<file path="src/rtl/ifu_fetch.sv">
// Instruction-fetch stage: owns the PC, issues one request at a time and buffers {pc, inst} in a 2-entry FIFO.
// Optional same-cycle response bypass into decode when YSYX22040228_IFU_BYPASS_EN is defined.
module ifu_fetch #(
  parameter logic [63:0] RESET_PC   = 64'h0000_0000_8000_0000,
  parameter int          FIFO_DEPTH = 2
) (
  input  logic        clk,
  input  logic        rst,
  output logic        req_valid,
  input  logic        req_ready,
  output logic [63:0] req_addr,
  input  logic        resp_valid,
  input  logic [31:0] resp_data,
  input  logic        id_stall,
  input  logic        jalr_pc_ena,
  input  logic [63:0] jalr_pc,
  output logic        inst_valid,
  output logic [63:0] pc_o,
  output logic [31:0] inst_o,
  output logic        if_stall_req
);

  localparam logic [1:0] FULL = 2'(FIFO_DEPTH);

  typedef enum logic [1:0] {IDLE, REQ, WAIT, DROP} state_t;

  state_t      state;
  logic [63:0] fetch_pc;
  logic [63:0] req_pc;
  logic [63:0] fifo_pc   [2];
  logic [31:0] fifo_inst [2];
  logic        rd_ptr;
  logic        wr_ptr;
  logic [1:0]  count;

  logic handshake;
  logic resp_live;
  logic fifo_empty;
  logic bypass_hit;
  logic pop;
  logic pop_fifo;
  logic push;

  // Nothing is ever outstanding in REQ, so count alone gates issue.
  assign req_valid  = (state == REQ) && (count != FULL);
  assign req_addr   = fetch_pc;
  assign handshake  = req_valid && req_ready;
  assign resp_live  = (state == WAIT) && resp_valid && !jalr_pc_ena;
  assign fifo_empty = (count == 2'd0);

`ifdef YSYX22040228_IFU_BYPASS_EN
  assign bypass_hit = resp_live && fifo_empty;
`else
  assign bypass_hit = 1'b0;
`endif

  assign inst_valid   = !fifo_empty || bypass_hit;
  assign if_stall_req = !inst_valid && !rst;
  assign pop          = inst_valid && !id_stall && !jalr_pc_ena;
  assign pop_fifo     = pop && !fifo_empty;
  // A bypassed response consumed by decode in the same cycle never enters the FIFO.
  assign push         = resp_live && !(bypass_hit && pop);

  always_comb begin
    pc_o   = '0;
    inst_o = '0;
    if (!fifo_empty) begin
      pc_o   = fifo_pc[rd_ptr];
      inst_o = fifo_inst[rd_ptr];
    end else if (bypass_hit) begin
      pc_o   = req_pc;
      inst_o = resp_data;
    end
  end

  // NOTE: sequential state uses non-blocking assignments so every register samples pre-edge values.
  always_ff @(posedge clk or posedge rst) begin
    if (rst) begin
      state    <= IDLE;
      fetch_pc <= RESET_PC;
      req_pc   <= '0;
      rd_ptr   <= 1'b0;
      wr_ptr   <= 1'b0;
      count    <= 2'd0;
    end else begin
      unique case (state)
        IDLE: state <= REQ;
        REQ: begin
          if (handshake) begin
            req_pc   <= fetch_pc;
            fetch_pc <= fetch_pc + 64'd4;
            state    <= jalr_pc_ena ? DROP : WAIT;
          end
        end
        WAIT: begin
          if (resp_valid)       state <= REQ;
          else if (jalr_pc_ena) state <= DROP;
        end
        DROP: if (resp_valid) state <= REQ;
        default: state <= IDLE;
      endcase

      if (jalr_pc_ena) begin
        fetch_pc <= {jalr_pc[63:2], 2'b00};
        rd_ptr   <= 1'b0;
        wr_ptr   <= 1'b0;
        count    <= 2'd0;
      end else begin
        if (push)     wr_ptr <= ~wr_ptr;
        if (pop_fifo) rd_ptr <= ~rd_ptr;
        count <= count + {1'b0, push} - {1'b0, pop_fifo};
      end
    end
  end

  // NOTE: FIFO storage is not reset; count gates every read, so stale contents are never visible.
  always_ff @(posedge clk) begin
    if (push) begin
      fifo_pc[wr_ptr]   <= req_pc;
      fifo_inst[wr_ptr] <= resp_data;
    end
  end

endmodule

</file>
<file path="config.mk">
export PLATFORM = sky130hd
export DESIGN_NAME = ifu_fetch
export DESIGN_NICKNAME = d
export VERILOG_FILES = /design/src/rtl/ifu_fetch.sv
export SDC_FILE = /design/constraint.sdc
export NUM_CORES = 1
export LEC_CHECK = 0
export ABC_AREA = 1
export CAP_MARGIN = 30
export CORE_MARGIN = 4
export CORE_UTILIZATION = 40
export CTS_CLUSTER_DIAMETER = 30
export DETAILED_ROUTE_END_ITERATION = 8
export GPL_TIMING_DRIVEN = 1
export SETUP_SLACK_MARGIN = 0.1
export SYNTH_ARGS = -nofsm -noshare
export SYNTH_HDL_FRONTEND = slang
export SYNTH_SLANG_ARGS = --single-unit
</file>
<file path="constraint.sdc">
create_clock -name clk -period 14.3 [get_ports clk]
set_input_delay 2.145 -clock clk [delete_from_list [all_inputs] [get_ports clk]]
set_output_delay 2.145 -clock clk [all_outputs]
set_load 0.02 [all_outputs]
</file>
# Yosys cells after proc, flatten, opt, wreduce, memory -nomap -nowiden
# Memory sizes are Yosys's and may differ from the RTL's.
# Cells that the tools add are included.
# totals
regBits,134
ramBits,192
input_bits,102
out_inout_bits,163
word_cells,59
mem_count,2
# op_classes
addsub,3
n_eq_ne,7
muxes,18
bitwise,2
n_reduce_logical,21
# memory_table
memory,words,word_bits,rd,rd_clocked_by_memory_dff,wr,line_no,text
fifo_pc,2,64,1,0,1,30,logic [63:0] fifo_pc [2];
fifo_inst,2,32,1,0,1,31,logic [31:0] fifo_inst [2];
# op_table
cell,count
64-bit two-way mux,4
64-bit by 3-bit adder with 64-bit output (second input constant),1
32-bit two-way mux,1
2-bit two-way mux,5
1-bit logical AND,8
2-bit case mux with 4 select lines,1
2-bit nonzero test,4
1-bit two-way mux,7
2-bit != test (second input constant),3
2-bit == test (second input constant),2
1-bit logical NOT,4
2-bit logical NOT,2
2-bit AND reduction,2
3-bit != test (second input constant),1
3-bit AND reduction,1
2-bit by 1-bit adder with 2-bit output,1
2-bit by 1-bit == test with 1-bit output (second input constant),1
1-bit NOT,2
2-bit by 1-bit subtractor with 2-bit output,1

# Depth between registers and ports, before layout
# depth
depth_word,7
ltp_mapped,11
mapped_depth_nobuf,10

# Worst setup path before layout
# Ideal clock, no wire load.
# synth_timing
path_type,in2reg
from,input jalr_pc_ena
to,memory fifo_inst[0][0] (enable)
setup_ps,547
arrival_ps,6428
required_time_ps,13753
setup_slack_ps,7325
path_stages,4
path_buffers,1
path_cell_list,buf_4 > clkinv_1 > nand2_1 > nor2_1
# synth_via
elab_chain_cells,4
# synth_lines
element,line_no,text
from (decl),15,"input logic jalr_pc_ena,"
1-bit logical NOT,48,assign resp_live = (state == WAIT) && resp_valid && !jalr_pc_ena;
1-bit logical AND,48,
1-bit two-way mux,118,if (push) begin
1-bit two-way mux (implied by the code),120,fifo_inst[wr_ptr] <= resp_data;
to (decl),31,
# Every way passes these cells.

# Final worst setup path
# layout_timing
from,register rd_ptr
to,output pc_o[37]
# layout_via
elab_chain_cells,2
# layout_lines
element,line_no,text
from (decl),32,logic rd_ptr;
from (signal assigned),110,if (pop_fifo) rd_ptr <= ~rd_ptr;
memory 2 x 64 bit,n/a,
64-bit two-way mux,67,if (!fifo_empty) begin
to (decl),18,"output logic [63:0] pc_o,"
# Every way passes these cells.

==> impl_metrics.csv <==
group,metric,value,unit
status,outcome,"finished, final reports clean",
critical_path,cp.required,12.15,ns
die,ios,265,
critical_path,path_cells,"inv_2 > buf_4 > nand2_1 > a21oi_1 > clkdlybuf4s50_1",
grt,grt_pass1_wl,68200,microns
grt,antenna_found_initial,0,
synth,yosysSeqAreaShare,61.5,%
placed_design,io_buffers,258,
die,chipWidth,198,microns
synth,synth_area,14500,sq um
power_and_ir_drop,power.switching,1.06,mW
power_and_ir_drop,pwr-share-clk,46.6,%
power_and_ir_drop,p_per_area,180,nW/um^2
critical_path,critical_path.endpoint_type,"output pin",
cells_and_area,fin_cells,2390,
placed_design,dpl_worst_slack,8.80,ns
timing,setup_viol,0,
cells_and_area,design_area,20100,sq um
cells_and_area,nets,1977,
synth,yosysWarnings,0,
die,row_count,69,
clock_network,cts.hold.buffers_added,0,
synth,synth_edf_count,188,
routing,drt-total-wl,44800,microns
grt,grt.overflow.total,0,
die,core,35700,sq um
critical_path,critPathKind,"register to output pin",
grt,grt_max_degree,96,
synth,syn_avg_cell_area,9.13,sq um
timing,grt_setup_unrepaired,"false",
routing,dr.pass1.iters,5,
synth,ys_ff_latch,318,
placed_design,dp_hpwl,31100,microns
clock_network,clk_path_buf_depth,3,
critical_path,arrival,3.58,ns
timing,fin_crit_sh,40.0,%
timing,min_period,5.72,ns
hold_path,hold_path.class,"register to register",
power_and_ir_drop,p_leak,8.33,nW
clock_network,postCtsSetupBuffers,0,
synth,synthArstFlopShare,40.9,%
routing,dr.first_iter.drc_count,688,
cells_and_area,seq_area,8900,sq um
clock_network,cts_max_level,3,
grt,grt_pass1_vias,11700,
clock_network,clk_pin_slew,0.05,ns
timing,slew_violations,0,
routing,vias_per_cell,4.96,
cells_and_area,multiInputGateArea,4760,sq um
die,die_area,39300,sq um
critical_path,path_max_fanout,79,
cells_and_area,antenna_cells,0,
clock_network,cts_resized,0,
critical_path,crit_slowest_cell,"buf_4",
die,die_h,198,microns
timing,final_hold_viol_count,0,
synth,syn_inst,1586,
cells_and_area,area_growth,38.8,%
synth,ys_types,34,
clock_network,cts-root-buf,"clkbuf_16",
clock_network,cts_made_buffers,73,
power_and_ir_drop,seq_power_share,35.8,%
routing,route.detailed.drc,0,
synth,synth_ff_type,"edfxtp_1",
die,start_util,40.6,%
timing,final.setup_skew,0.0179,ns
placed_design,gp_congestion,0.944,
routing,wl_per_cell,18.7,microns
timing,fin_setup_tns,0,ns
grt,gr-usage-all-layers,22.4,%
timing,fmax,0.175,GHz
power_and_ir_drop,ir_drop,0.0000922,V
clock_network,tritoncts,"yes",
power_and_ir_drop,comb_power_share,17.7,%
timing,slew_headroom,36.7,%
cells_and_area,drive_above_1_share,9.28,%
power_and_ir_drop,p_int,2.57,mW
clock_network,clkLatencyLatePin,0.57,ns
routing,ant_nets,0,
placed_design,place_area,17600,sq um
critical_path,critical_path.startpoint_type,"register",
critical_path,cp_slowest_stage_delay,0.76,ns
cells_and_area,fill_cells,3130,
timing,worst_slack,8.58,ns
timing,tightest_slew,0.949,ns
timing,whs,0.458,ns
clock_network,cts_sinks,318,
routing,via_count,11800,
placed_design,dp_cells,2255,
job,maxCapViolCount,0,
power_and_ir_drop,sw_frac_of_total,29.1,%
==> Yosys cell counts (7+ instances only) <==
library cell / number / area [sq um]
nand2_1: 544 / 2040
edfxtp_1: 188 / 5650
inv_1: 141 / 529
dfrtp_1: 129 / 3230
nor2_1: 117 / 439
o21ai_0: 111 / 556
a21oi_1: 103 / 515
nand3_1: 81 / 405
clkbuf_1: 32 / 120
buf_2: 21 / 105
xor2_1: 16 / 140
nand2_2: 13 / 81.3
o21ai_1: 11 / 55.1
o21bai_1: 10 / 75.1
buf_1: 8 / 30.0
o211ai_1: 8 / 60.1
buf_4: 7 / 52.6
==> layer usage <==
layer | wire length [microns] | global-route usage [%] | part of all wire [%]
met4 | 1240 | 7.75 | 2.8
met1 | 20000 | 30.8 | 45
met3 | 2760 | 5.34 | 6.2
met2 | 20800 | 35.1 | 46
met5 | 0 | 0 | 0
==> power by group through the flow <==
stage / logic [mW] / clock network [mW] / registers [mW]
6_report: 0.641 / 1.69 / 1.30
5_1_grt: 0.710 / 1.77 / 1.32
4_1_cts: 0.648 / 1.72 / 1.30
3_5_place_dp: 0.641 / 0 / 1.31
3_3_place_gp: 0.627 / 0 / 1.30
2_1_floorplan: 0.333 / 0 / 1.30
==> placed cells by master (no fill, tap or decap), drive strengths merged <==
cell and n:
a21oi 104, a31oi 1, buf 16, bufinv 11, clkbuf 88, clkdlybuf4s50 257, clkinv 27, clkinvlp 6
conb 4, dfrtp 129, dfstp 1, edfxtp 188, ha 6, inv 152, nand2 559, nand3 81
nand3b 1, nand4 4, nor2 131, nor3 1, o211ai 8, o21ai 122, o21bai 10, o221ai 2
o22ai 2, xnor2 2, xor2 16
==> area by class of cell <==
class	count	share of cell area [%]
Multi-Input combinational cell	1054	23.7
Clock inverter	47	2.85
Inverter	149	2.79
Sequential cell	318	44.3
Tap cell	461	2.87
Timing Repair Buffer	273	13.8
Clock buffer	88	9.72
==> sequential cells by signal, indices dropped and copies added (netlist names) <==
signal	flops
count	2
fifo_inst	64
fifo_pc	124
rd_ptr	1
req_addr	62
req_pc	62
state	2
wr_ptr	1
==> cells by family (layout without fill, tap and decap cells) <==
group	Yosys count	after routing	synth area share (%)
simple gates	777	777	21.9
flops	318	318	61.5
compound gates	249	249	9.02
buf+inv	217	557	5.99
xor+xnor	18	18	1.09
fa+ha+maj	6	6	0.518
other cells	1	4	0.0259
==> through the flow <==
step	total power [mW]	util (%)
detailed placement	1.95	49.3
floorplan	1.64	-
global route	3.79	56.4
finish	3.63	56.4
global placement	1.93	48.9
CTS	3.66	56.4
==> critical path: cells and delay by family (launching register included) <==
kind            cells  cell delay (ns)
buf+inv             3             1.79
flops               1             0.69
compound gates      1             0.34
simple gates        1             0.10
==> path summary, 6_finish.rpt <==
path	startpoint	to	slack, ns	cells after the start
hold / removal	req_pc[27]$_DFFE_PP0P_	fifo_pc[1][27]$_DFFE_PP_	0.46	0
setup / recovery	rd_ptr$_DFFE_PP0P_	pc_o[37]	8.58	5
min in group asynchronous	rst	req_pc[36]$_DFFE_PP0P_	2.01	2
hold reg to reg	req_pc[27]$_DFFE_PP0P_	fifo_pc[1][27]$_DFFE_PP_	0.46	0
setup reg to reg	state[0]$_DFFE_PP0P_	fifo_pc[0][54]$_DFFE_PP_	11.51	8
max in group asynchronous	rst	req_addr[56]$_DFFE_PP0P_	11.11	3
No activity file was read; power rests on OpenSTA's default activity.
